===== src/rtl/asoc_pkg.sv =====
// Shared constants, word-layout helpers and FSM state type for the ASOC event framer.
package asoc_pkg;

  localparam logic [7:0] HDR_MAGIC     = 8'hA5;
  localparam logic [7:0] TRL_MAGIC     = 8'h5A;
  localparam int         MAGIC_LSB     = 24;
  localparam int         HDR_CH_LSB    = 20;
  localparam int         TRL_CLAMP_BIT = 23;
  localparam int         PAY_HI_LSB    = 16;
  localparam int         PAY_LO_LSB    = 0;

  typedef enum logic [2:0] {
    ST_IDLE,
    ST_HDR,
    ST_TS,
    ST_PAY,
    ST_TRL
  } framer_state_t;

  function automatic logic [31:0] hdr_word(input logic [3:0] ch, input logic [15:0] seq);
    logic [31:0] w;
    w = '0;
    w[MAGIC_LSB +: 8]  = HDR_MAGIC;
    w[HDR_CH_LSB +: 4] = ch;
    w[15:0]            = seq;
    return w;
  endfunction

  function automatic logic [31:0] trl_word(input logic clamp, input logic [8:0] n);
    logic [31:0] w;
    w = '0;
    w[MAGIC_LSB +: 8]   = TRL_MAGIC;
    w[TRL_CLAMP_BIT]    = clamp;
    w[8:0]              = n;
    return w;
  endfunction

  // Even sample in the upper 12-bit field, odd sample in the lower one.
  function automatic logic [31:0] pay_word(input logic [11:0] hi, input logic [11:0] lo);
    logic [31:0] w;
    w = '0;
    w[PAY_HI_LSB +: 12] = hi;
    w[PAY_LO_LSB +: 12] = lo;
    return w;
  endfunction

endpackage


===== src/rtl/asoc_word_fifo.sv =====
// Generic synchronous show-ahead FIFO; pushes are dropped by the caller's gating, never here silently.
module asoc_word_fifo #(
  parameter int WIDTH = 32,
  parameter int DEPTH = 16
) (
  input  logic             clk,
  input  logic             rst_n,
  input  logic             push,
  input  logic [WIDTH-1:0] push_data,
  input  logic             pop,
  output logic [WIDTH-1:0] pop_data,
  output logic             full,
  output logic             empty
);

  localparam int AW = $clog2(DEPTH);
  localparam logic [AW:0] FULL_CNT = DEPTH[AW:0];

  logic [WIDTH-1:0] mem_q [DEPTH];
  logic [AW-1:0]    wr_ptr_q, wr_ptr_d;
  logic [AW-1:0]    rd_ptr_q, rd_ptr_d;
  logic [AW:0]      count_q, count_d;
  logic             do_push, do_pop;

  assign full     = (count_q == FULL_CNT);
  assign empty    = (count_q == '0);
  assign do_push  = push && !full;
  assign do_pop   = pop && !empty;
  // Forced to zero when empty so the output port is clean out of reset.
  assign pop_data = empty ? '0 : mem_q[rd_ptr_q];

  always_comb begin
    wr_ptr_d = wr_ptr_q;
    rd_ptr_d = rd_ptr_q;
    count_d  = count_q;
    if (do_push) wr_ptr_d = wr_ptr_q + 1'b1;
    if (do_pop)  rd_ptr_d = rd_ptr_q + 1'b1;
    case ({do_push, do_pop})
      2'b10:   count_d = count_q + 1'b1;
      2'b01:   count_d = count_q - 1'b1;
      default: count_d = count_q;
    endcase
  end

  always_ff @(posedge clk or negedge rst_n) begin
    if (!rst_n) begin
      wr_ptr_q <= '0;
      rd_ptr_q <= '0;
      count_q  <= '0;
    end else begin
      wr_ptr_q <= wr_ptr_d;
      rd_ptr_q <= rd_ptr_d;
      count_q  <= count_d;
    end
  end

  always_ff @(posedge clk) begin
    if (do_push) mem_q[wr_ptr_q] <= push_data;
  end

endmodule


===== src/rtl/asoc_event_framer.sv =====
// Frames each ASOC trigger burst as header, timestamp, packed 12-bit sample pairs and trailer
// into a 32-bit valid/ready word stream.
module asoc_event_framer
  import asoc_pkg::*;
#(
  parameter int SAMPLE_W    = 12,
  parameter int CH_W        = 4,
  parameter int NS_W        = 9,
  parameter int MAX_SAMPLES = 256,
  parameter int FIFO_DEPTH  = 16
) (
  input  logic                clk_sys,
  input  logic                rst_sys_n,
  input  logic                evt_start,
  input  logic [CH_W-1:0]     evt_channel,
  input  logic [NS_W-1:0]     evt_nsamples,
  input  logic                smp_valid,
  input  logic [SAMPLE_W-1:0] smp_data,
  output logic                smp_ready,
  output logic [31:0]         daq_data,
  output logic                daq_valid,
  input  logic                daq_ready,
  output logic                busy,
  output logic                evt_dropped,
  output logic [15:0]         drop_cnt
);

  localparam logic [NS_W-1:0] MAX_N = NS_W'(MAX_SAMPLES);

  framer_state_t       state_q, state_d;
  logic [31:0]         ts_q, ts_d, ts_lat_q, ts_lat_d;
  logic [15:0]         seq_q, seq_d, drop_cnt_q, drop_cnt_d;
  logic [CH_W-1:0]     ch_q, ch_d;
  logic [NS_W-1:0]     n_q, n_d, remaining_q, remaining_d;
  logic                clamp_q, clamp_d;
  logic                pair_pending_q, pair_pending_d;
  logic                evt_dropped_q, evt_dropped_d;
  logic [SAMPLE_W-1:0] pack_q, pack_d;
  logic                fifo_push, fifo_full, fifo_empty;
  logic [31:0]         push_word;
  logic                smp_take, start_drop, req_clamp;

  // A second sample may only be taken when its completed word has room to go.
  assign smp_ready   = (state_q == ST_PAY) && (remaining_q != '0) &&
                       (!pair_pending_q || !fifo_full);
  assign smp_take    = smp_valid && smp_ready;
  assign start_drop  = evt_start && (state_q != ST_IDLE);
  assign req_clamp   = (evt_nsamples > MAX_N);
  assign busy        = (state_q != ST_IDLE);
  assign daq_valid   = !fifo_empty;
  assign evt_dropped = evt_dropped_q;
  assign drop_cnt    = drop_cnt_q;

  always_comb begin
    state_d        = state_q;
    ts_d           = ts_q + 32'd1;
    ts_lat_d       = ts_lat_q;
    seq_d          = seq_q;
    ch_d           = ch_q;
    n_d            = n_q;
    remaining_d    = remaining_q;
    clamp_d        = clamp_q;
    pair_pending_d = pair_pending_q;
    pack_d         = pack_q;
    evt_dropped_d  = start_drop;
    drop_cnt_d     = drop_cnt_q;
    fifo_push      = 1'b0;
    push_word      = '0;

    if (start_drop && (drop_cnt_q != 16'hFFFF)) drop_cnt_d = drop_cnt_q + 16'd1;

    case (state_q)
      ST_IDLE: begin
        if (evt_start) begin
          ch_d           = evt_channel;
          clamp_d        = req_clamp;
          n_d            = req_clamp ? MAX_N : evt_nsamples;
          remaining_d    = req_clamp ? MAX_N : evt_nsamples;
          pair_pending_d = 1'b0;
          ts_lat_d       = ts_q;
          state_d        = ST_HDR;
        end
      end
      ST_HDR: begin
        if (!fifo_full) begin
          fifo_push = 1'b1;
          push_word = hdr_word(ch_q, seq_q);
          state_d   = ST_TS;
        end
      end
      ST_TS: begin
        if (!fifo_full) begin
          fifo_push = 1'b1;
          push_word = ts_lat_q;
          state_d   = (n_q == '0) ? ST_TRL : ST_PAY;
        end
      end
      ST_PAY: begin
        if (smp_take) begin
          remaining_d = remaining_q - 1'b1;
          if (pair_pending_q) begin
            fifo_push      = 1'b1;
            push_word      = pay_word(pack_q, smp_data);
            pair_pending_d = 1'b0;
            if (remaining_q == NS_W'(1)) state_d = ST_TRL;
          end else begin
            pack_d         = smp_data;
            pair_pending_d = 1'b1;
          end
        end else if (remaining_q == '0) begin
          // Odd count: the lone final sample goes out with an empty low field.
          if (!pair_pending_q) begin
            state_d = ST_TRL;
          end else if (!fifo_full) begin
            fifo_push      = 1'b1;
            push_word      = pay_word(pack_q, 12'h000);
            pair_pending_d = 1'b0;
            state_d        = ST_TRL;
          end
        end
      end
      ST_TRL: begin
        if (!fifo_full) begin
          fifo_push = 1'b1;
          push_word = trl_word(clamp_q, n_q);
          seq_d     = seq_q + 16'd1;
          state_d   = ST_IDLE;
        end
      end
      default: state_d = ST_IDLE;
    endcase
  end

  always_ff @(posedge clk_sys or negedge rst_sys_n) begin
    if (!rst_sys_n) begin
      state_q        <= ST_IDLE;
      ts_q           <= '0;
      ts_lat_q       <= '0;
      seq_q          <= '0;
      ch_q           <= '0;
      n_q            <= '0;
      remaining_q    <= '0;
      clamp_q        <= 1'b0;
      pair_pending_q <= 1'b0;
      pack_q         <= '0;
      evt_dropped_q  <= 1'b0;
      drop_cnt_q     <= '0;
    end else begin
      state_q        <= state_d;
      ts_q           <= ts_d;
      ts_lat_q       <= ts_lat_d;
      seq_q          <= seq_d;
      ch_q           <= ch_d;
      n_q            <= n_d;
      remaining_q    <= remaining_d;
      clamp_q        <= clamp_d;
      pair_pending_q <= pair_pending_d;
      pack_q         <= pack_d;
      evt_dropped_q  <= evt_dropped_d;
      drop_cnt_q     <= drop_cnt_d;
    end
  end

  asoc_word_fifo #(
    .WIDTH (32),
    .DEPTH (FIFO_DEPTH)
  ) u_fifo (
    .clk       (clk_sys),
    .rst_n     (rst_sys_n),
    .push      (fifo_push),
    .push_data (push_word),
    .pop       (daq_ready),
    .pop_data  (daq_data),
    .full      (fifo_full),
    .empty     (fifo_empty)
  );

endmodule


===== config.mk =====
export PLATFORM = sky130hd
export DESIGN_NAME = asoc_event_framer
export DESIGN_NICKNAME = d
export VERILOG_FILES = /design/src/rtl/asoc_pkg.sv /design/src/rtl/asoc_word_fifo.sv /design/src/rtl/asoc_event_framer.sv
export SDC_FILE = /design/constraint.sdc
export NUM_CORES = 1
export LEC_CHECK = 0
export ABC_AREA = 1
export CORE_ASPECT_RATIO = 1.4
export CORE_MARGIN = 2
export CORE_UTILIZATION = 23
export CTS_CLUSTER_SIZE = 24
export DETAILED_ROUTE_END_ITERATION = 6
export SETUP_SLACK_MARGIN = 0.1
export SYNTH_ARGS = -nofsm -noshare
export SYNTH_HDL_FRONTEND = slang
export SYNTH_SLANG_ARGS = --single-unit
export TNS_END_PERCENT = 100

===== constraint.sdc =====
create_clock -name clk_sys -period 4.4 [get_ports clk_sys]
set_input_delay 0.66 -clock clk_sys [delete_from_list [all_inputs] [get_ports clk_sys]]
set_output_delay 0.66 -clock clk_sys [all_outputs]
set_load 0.005 [all_outputs]

==> out/metrics.cfg, run 1 <==
[outcome]
status=finished clean

[layout]
post_route_cells_drive_above_1_share_pct=9.198
seq_area_um2=19110
mostFrequentLayoutCells=edfxtp_1, nor2_1, nand2_1, o21ai_0, dfrtp_1
multi_input_area_um2=7876
n_antenna_cell=0
final_core_util_pct=27.34
final_common_cell=edfxtp_1
instances_no_fill=4074
num-fill-cells=12500
syn_to_final_growth_pct=18.03
nNetsFinal=2461

[logic_synthesis]
yosys_warnings=0
synth.area.mux_share_pct=0
synth_adder_area_share_pct=0.6700
synth_top_family_by_area=compound AO/OA/AOI/OAI gates
synth_area_um2=28010
synth_compound_area_share_pct=12.72
ys_seq_elements=661
syn-mean-instance-area_um2=12.03
netlist_instances=2328
synth_xor_area_share_pct=2.282
yosys.cell_types.count=43
synth_nets=2373
ys_seq_area_share_pct=68.19
synthSimpleGateAreaFrac_pct=12.22

[cts]
tritoncts=done
clock_path_buffers=3
cts_sinks=661
clkTransAtPathRegs_ns=0.06
cts-htree-levels=3
cts_hold_buf=0
numCtsBuffers=66
clk_latency_ns=0.61
clockRootBuffer=clkbuf_16

[grt]
grt_pass1_vias=18650
track_usage_pct=11.94
grt_pass1_wl_mm=115.0
antenna_found_initial=4
gr-total-overflow=0
grt_max_degree=96

[critical_path]
worstPathArrival_ns=3.46
cp_max_fo=75
cp.required_ns=3.74
cp-startpoint=u_fifo.rd_ptr_q[0]$_DFFE_PN0P_
worstRegToRegCells=16
critical_path_class=reg -> out
crit_cells=7
timing.critical_path.buf_inv=3
end_kind=output pin
worst_r2r_endpoint=u_fifo.count_q[4]$_DFFE_PN0P_
max_stage_delay_ns=0.61
critical_path.top_delay_family=buffers and inverters
cp_slowest_cell=clkdlybuf4s50_1
start_kind=register
rrSetupSlack_ns=1.01
crit_end=daq_data[8]
r2r-start=u_fifo.count_q[1]$_DFFE_PN0P_
path_cells=buf_4 -> buf_12 -> o21ai_0 -> o221ai_1 -> nand3_1 -> a21oi_1 -> clkdlybuf4s50_1

[die]
num_rows=151
die-height_um=416.9
pin_count=82
start_util_pct=23.17
core_um2=120900
die_w_um=299.0
die-area_um2=124600

[sta]
hold_viol=0
slew_headroom_pct=5.458
worst_pin_slew_ns=1.418
min_period_ns=4.123
rsz0062_at_grt=false
drv_slew=0
fin_worst_skew_ns=0.02217
finalCritPeriodShare_pct=93.70
timing.setup.tns_ns=0
max_freq_ghz=0.2426
setup_viol=0

[routing]
drt_pass1_iterations=5
viasPerCell=4.560
routedWlPerCell_um=18.72
vias=18580
drt-initial-drc-count=1552
post-route-drc-count=0
antenna_left=0
wirelength_mm=76.27

[power_and_ir_drop]
p_per_area_nw_per_um2=651.8
leakage_nw=11.54
ir_drop_v=0.0004746

[place]
hpwl_mm=46.42
gp_congestion=0.8708
dp_cells=3953
portBuffers=81

[min_path]
hp-class=in -> async

[run]
cap_viol_max_count=0

final cells by class:
| type | instances | area share [%] |
|---|---|---|
| multi-input combinational | 1409 | 23.82 |
| clock inverter | 36 | 0.8022 |
| timing repair buffer | 152 | 4.636 |
| clock buffer | 84 | 5.389 |
| inverter | 126 | 1.468 |
| sequential | 661 | 57.81 |
| tap | 1606 | 6.077 |
cells in the mapped netlist (all sizes together):
cell type  count  area, µm²
o21ai        203       1016
buf           65      366.6
nor2         345       1400
ha            15      187.7
clkinv         1      3.750
nand2        260       1020
xor2          55      481.7
nor4           8      50.05
o21a           1      7.510
o211ai         2      15.01
a21oi         52      275.3
clkbuf        67      251.5
a31oi          2      12.51
o21bai       131      983.4
o2111ai        3      26.28
xnor2         18      157.7
inv          125      474.2
nand4         21      137.6
a21o           1      7.510
o221ai       132       1156
nor3          21      131.4
nand3        129      685.7
dfrtp        149       3729
edfxtp       512      15370
o22ai         10      62.56
sequential cells by signal, summed over array words and instances, names as in the netlist:
signal,cells
pair_pending_q,1
ts_q,32
u_fifo.rd_ptr_q,4
drop_cnt,16
state_q,3
ch_q,4
ts_lat_q,32
clamp_q,1
u_fifo.mem_q,512
remaining_q,9
seq_q,16
n_q,9
evt_dropped,1
u_fifo.wr_ptr_q,4
u_fifo.count_q,5
pack_q,12
cell families after synthesis:
group                    after synthesis
AND/OR/NAND/NOR                      784
flip-flops                           661
AO/OA/AOI/OAI                        537
buffers and inverters                258
XOR/XNOR                              73
adder cells (fa/ha/maj)               15
metrics by stage:
step	instance area (µm²)	worst slack [ns]	hold slack [ns]	total power, mW
floorplan	28010	1.225	0.3644	13.05
global placement	31000	0.7395	0.4549	16.18
detailed placement	31000	0.8538	0.4617	16.27
CTS	33040	0.1833	0.1738	21.71
global route	33060	0.1126	0.2071	22.79
finish	33060	0.2771	0.1308	21.55
metal layers:
layer	wire length, µm	vias to the layer above	global-route usage, %	share of wire [%]
li1	-	8576	-	-
met1	32140	9335	14.67	42
met2	37870	518	20.81	50
met3	3836	141	2.212	5.0
met4	2380	6	4.271	3.1
met5	39	-	0	0.051
worst min path at each step:
stage,start,to,depth (start not counted)
after global placement,seq_q[15]$_DFFE_PN0P_,seq_q[15]$_DFFE_PN0P_,1
after CTS,rst_sys_n,ch_q[1]$_DFFE_PN0P_,1
after global routing,rst_sys_n,ch_q[1]$_DFFE_PN0P_,1
final,rst_sys_n,ts_q[15]$_DFF_PN0_,1
after floorplan,rst_sys_n,ch_q[0]$_DFFE_PN0P_,0
after detailed placement,seq_q[15]$_DFFE_PN0P_,seq_q[15]$_DFFE_PN0P_,1
report_power, final:
part / total [mW] / switching [mW] / internal [mW]
clock network: 5.41 / 2.40 / 3.01
logic: 7.74 / 5.02 / 2.72
registers: 8.40 / 0.488 / 7.91
what timing repair did:
action	CTS	global route
setup buffers	0	1
setup endpoints to repair	0	1
endpoints found under the hold margin	0	0
resized for setup	0	0
Power figures use the tool's default switching activity.
==> run 2, diff against run 1 <==
- SLEW_MARGIN: unset -> 25
- clock period: 4.4 -> 3.5 ns (I/O delays scaled with it)
==> run 2 against run 1 <==
Worst hold slack better by 0.33 ns. Largest power group is now combinational logic. Core utilization is 1.2 points higher. Worst setup slack got worse by 0.21 ns. First-iteration DRC count shrank 7.3%.
==> out/metrics.cfg, run 2 (same netlist as run 1, synthesis figures left out) <==
[sta]
worst_pin_slew_ns=0.8053
setup_viol=0
rsz0062_at_grt=true
hold_viol=0
fin_worst_skew_ns=0.03145
finalCritPeriodShare_pct=98.10
timing.setup.tns_ns=0
slew_headroom_pct=45.95
max_freq_ghz=0.2913
drv_slew=0
min_period_ns=3.433

[power_and_ir_drop]
p_per_area_nw_per_um2=846.6
ir_drop_v=0.0004894
leakage_nw=12.37

[layout]
top_register=u_fifo.mem_q
finalInstanceArea_um2=34480
final_common_cell=edfxtp_1
top_regs=u_fifo.mem_q x512, ts_lat_q x32, ts_q x32
instances_no_fill=4152
post_route_cells_drive_above_1_share_pct=13.40
final_core_util_pct=28.52
mostFrequentLayoutCells=edfxtp_1, nor2_1, nand2_1, o21ai_0, dfrtp_1
syn_to_final_growth_pct=23.08
largest_register_ffs=512
num-fill-cells=12330
multi_input_area_um2=8034
seq_area_um2=19110
nNetsFinal=2540

[die]
pin_count=82
start_util_pct=23.17
die-height_um=416.9
core_um2=120900
num_rows=151
die-area_um2=124600
die_w_um=299.0

[critical_path]
path_cells=buf_12 -> clkinv_16 -> buf_16 -> buf_4 -> nor2_1 -> o221ai_1 -> nand3_1 -> a21oi_2 -> clkdlybuf4s50_1
max_stage_delay_ns=0.57
cp_max_fo=9
worstPathArrival_ns=2.91
critical_path.top_delay_family=buffers and inverters
start_kind=register
cp.required_ns=2.97
r2r-start=u_fifo.count_q[1]$_DFFE_PN0P_
end_kind=output pin
timing.critical_path.buf_inv=5
cp_slowest_cell=clkdlybuf4s50_1
critical_path_class=reg -> out
cp-startpoint=u_fifo.rd_ptr_q[0]$_DFFE_PN0P_

[routing]
post-route-drc-count=0
drt-initial-drc-count=1439
vias=19020
wirelength_mm=79.09
viasPerCell=4.582
routedWlPerCell_um=19.05
drt_pass1_iterations=5
antenna_left=0

[grt]
use_met2_pct=21.09
grt_pass1_wl_mm=116.3
grt_max_degree=81
grt-busiest-layer=met2
track_usage_pct=12.15
antenna_found_initial=2
gr-total-overflow=0
grt_util_met1_pct=15.21
grt_use_met3_pct=1.717
grt_pass1_vias=18820

[cts]
cts_sinks=661
clkTransAtPathRegs_ns=0.06
clk_latency_ns=0.62
clockRootBuffer=clkbuf_16
cts-htree-levels=3
tritoncts=done
clock_path_buffers=3
numCtsBuffers=67

[place]
place_area_um2=31470
dp_cells=3997
gp_congestion=0.8519
portBuffers=81
hpwl_mm=47.43

[min_path]
hp-class=in -> async

[run]
cap_viol_max_count=0

[outcome]
status=finished clean

-- run 2: layer usage --
| metal | routed length (µm) | up-vias |
|---|---|---|
| met4 | 2434 | 0 |
| met2 | 39620 | 554 |
| li1 | - | 8747 |
| met5 | 0 | - |
| met1 | 33170 | 9587 |
| met3 | 3864 | 136 |
-- run 2: power breakdown --
group          internal (mW)  leakage (nW)  switching, mW  total, mW
Sequential              9.94          6.70          0.480       10.4
Clock                   4.11          1.05           3.10       7.22
Combinational           4.58          4.62           6.98       11.6
Total                   18.6          12.4           10.6       29.2
-- run 2: final cells by class --
cell class | count | area share (%)
Multi-Input combinational cell | 1409 | 23.30
Sequential cell | 661 | 55.43
Antenna cell | 1 | 0.007258
Clock inverter | 38 | 1.208
Timing Repair inverter | 1 | 0.02540
Tap cell | 1606 | 5.828
Timing Repair Buffer | 229 | 7.650
Clock buffer | 81 | 5.073
Inverter | 126 | 1.473
-- run 2: what timing repair did --
action | CTS | global route
pin swaps | 11 | 21
cloned | 5 | 5
hold endpoints to repair | 59 | 0
gates resized for setup | 41 | 54
setup endpoints to repair | 32 | 26
hold buffers | 1 | 0
setup buffers | 21 | 3
-- run 2: metrics by stage --
step	power, mW	worst slack [ns]	hold WS, ns
finish	29.19	0.06664	0.4639
global route	30.71	-0.004374	0.4962
CTS	28.96	0.03696	0.4728
detailed placement	21.04	0.2561	0.4589
global placement	20.92	0.1737	0.4550
floorplan	16.40	0.3253	0.2294
-- run 2: final timing paths --
kind                       slack [ns]  depth (start not counted)                            end
max                              0.07                          9                   daq_data[24]
min                              0.46                          2             ts_q[17]$_DFF_PN0_
max reg2reg                      0.46                         16  u_fifo.count_q[4]$_DFFE_PN0P_
min reg2reg                      0.47                          1           seq_q[9]$_DFFE_PN0P_
max in group asynchronous        2.02                          3            clamp_q$_DFFE_PN0P_
min in group clk_sys             0.47                          1           seq_q[9]$_DFFE_PN0P_
==> run 3, diff against run 2 <==
- CORE_MARGIN: 2 -> unset
- CTS_BUF_LIST: unset -> sky130_fd_sc_hd__clkbuf_8
==> run 3 against run 2 <==
Routed wire length is essentially flat. Worst setup slack gained 0.0055 ns. Sequential power is essentially flat. Critical path depth shrank 2. Combinational power is essentially flat. Fmax grew 0.16%. Cell area shrank 0.88%. Clock-buffer cell count grew 33. Register-to-register slack gained 0.11 ns. Global-route usage grew 0.26 points. Via count grew 0.38%. Critical endpoint is now daq_data[22]. Largest cell class unchanged.
==> out/metrics.cfg, run 3 (same netlist as run 1, synthesis figures left out) <==
[routing]
wirelength_mm=79.05
antenna_left=0
post-route-drc-count=0
vias=19100
drt-initial-drc-count=1440
drt_pass1_iterations=5
routedWlPerCell_um=18.81
viasPerCell=4.543

[die]
pin_count=82
die-area_um2=123200
die-height_um=414.9
die_w_um=297.0
core_um2=120900
num_rows=151
start_util_pct=23.17

[place]
place_area_um2=31480
gp_congestion=0.8900
portBuffers=81
dp_cells=3984
preCtsSetupSlack_ns=0.3753
hpwl_mm=45.94

[sta]
rsz0062_at_grt=true
worst_pin_slew_ns=0.7447
hold_viol=0
finalCritPeriodShare_pct=97.94
timing.setup.tns_ns=0
setup_viol=0
drv_slew=0
slew_headroom_pct=50.21
worst_slack_ns=0.07214
hold_ws_ns=0.2804
fin_worst_skew_ns=0.03675
max_freq_ghz=0.2917
min_period_ns=3.428

[layout]
multi_input_area_um2=8005
mostFrequentLayoutCells=edfxtp_1, nor2_1, nand2_1, o21ai_0, inv_1
post_route_cells_drive_above_1_share_pct=13.95
final_common_cell=edfxtp_1
syn_to_final_growth_pct=22.00
top_register=u_fifo.mem_q
final_core_util_pct=28.26
nNetsFinal=2558
largest_register_ffs=512
finalInstanceArea_um2=34180
instances_no_fill=4203
seq_area_um2=19110
num-fill-cells=12410
top_regs=u_fifo.mem_q x512, ts_lat_q x32, ts_q x32

[critical_path]
critical_path_class=reg -> out
critical_path.top_delay_family=buffers and inverters
end_kind=output pin
max_stage_delay_ns=0.57
r2r-start=remaining_q[0]$_DFFE_PN0P_
cp-startpoint=u_fifo.rd_ptr_q[0]$_DFFE_PN0P_
path_cells=inv_12 -> bufbuf_16 -> nor2_1 -> o221ai_1 -> nand3_1 -> a21oi_4 -> clkdlybuf4s50_1
start_kind=register
crit_end=daq_data[22]
cp_max_fo=17
worstPathArrival_ns=2.90
worst_r2r_endpoint=u_fifo.count_q[4]$_DFFE_PN0P_
cp_slowest_cell=dfrtp_4
cp.required_ns=2.97
rrSetupSlack_ns=0.57
worstRegToRegCells=21
timing.critical_path.buf_inv=3
crit_cells=7

[power_and_ir_drop]
ir_drop_v=0.0003702
power.total_mw=28.01
p_per_area_nw_per_um2=819.5
leakage_nw=12.31

[grt]
grt_max_degree=74
gr-total-overflow=0
track_usage_pct=12.41
antenna_found_initial=3
grt_pass1_wl_mm=116.9
grt_pass1_vias=18890

[cts]
clockRootBuffer=clkbuf_8
cts_sinks=661
tritoncts=done
clock_path_buffers=3
clkTransAtPathRegs_ns=0.07
cts-htree-levels=3
clk_latency_ns=0.74
numCtsBuffers=103

[run]
cap_viol_max_count=0

[outcome]
status=finished clean

[min_path]
hp-class=in -> async

[run 3: timing repair]
action,in CTS,in global routing
setup endpoints to repair,32,13
gates resized for setup,69,29
buffers inserted,11,6
cloned,9,4
endpoints found under the hold margin,37,0
hold buffers,1,0
pin swaps,13,13
[run 3: area by class of cell]
class                      instances  share of cell area [%]
sequential                       661                   55.93
multi-input combinational       1409                   23.42
timing repair buffer             212                   7.542
tap                             1606                   5.880
clock buffer                     114                   4.591
inverter                         126                   1.435
clock inverter                    73                   1.186
antenna                            2                 0.01464
[run 3: where the power goes]
| group | switching [mW] | internal [mW] |
|---|---|---|
| Sequential | 0.574 | 9.94 |
| Combinational | 6.88 | 4.37 |
| Clock | 3.09 | 3.15 |
| Total | 10.5 | 17.5 |
[run 3: per-layer routing]
layer	track usage, %	part of all wire [%]
met1	15.59	42
met2	21.41	49
met3	1.706	5.7
met4	4.910	3.1
met5	0	0
[run 3: worst min-delay path by stage]
stage               startpoint                   to  slack [ns]  cells after the start
CTS                  rst_sys_n   ts_q[23]$_DFF_PN0_        0.25                      2
global placement     rst_sys_n  ch_q[1]$_DFFE_PN0P_        0.45                      1
global route         rst_sys_n   ts_q[19]$_DFF_PN0_        0.31                      2
detailed placement   rst_sys_n  ch_q[1]$_DFFE_PN0P_        0.46                      1
floorplan            rst_sys_n  ch_q[0]$_DFFE_PN0P_        0.23                      0
finish               rst_sys_n   ts_q[23]$_DFF_PN0_        0.28                      2
[run 3: worst register-to-register path: stages (launching register included)]
cell,delay (ns)
dfrtp_1,0.39
inv_1,0.14
ha_1,0.17
inv_1,0.04
nor2_1,0.07
nand2_1,0.07
nor2_2,0.17
nor2_4,0.07
nand3_4,0.08
nand2_4,0.09
nand2_4,0.10
nand2_8,0.07
inv_6,0.05
buf_4,0.40
ha_1,0.29
a21o_1,0.16
nand2_1,0.06
nand2_1,0.09
a21oi_1,0.07
xor2_1,0.14
nand2_1,0.06
nand2_1,0.04
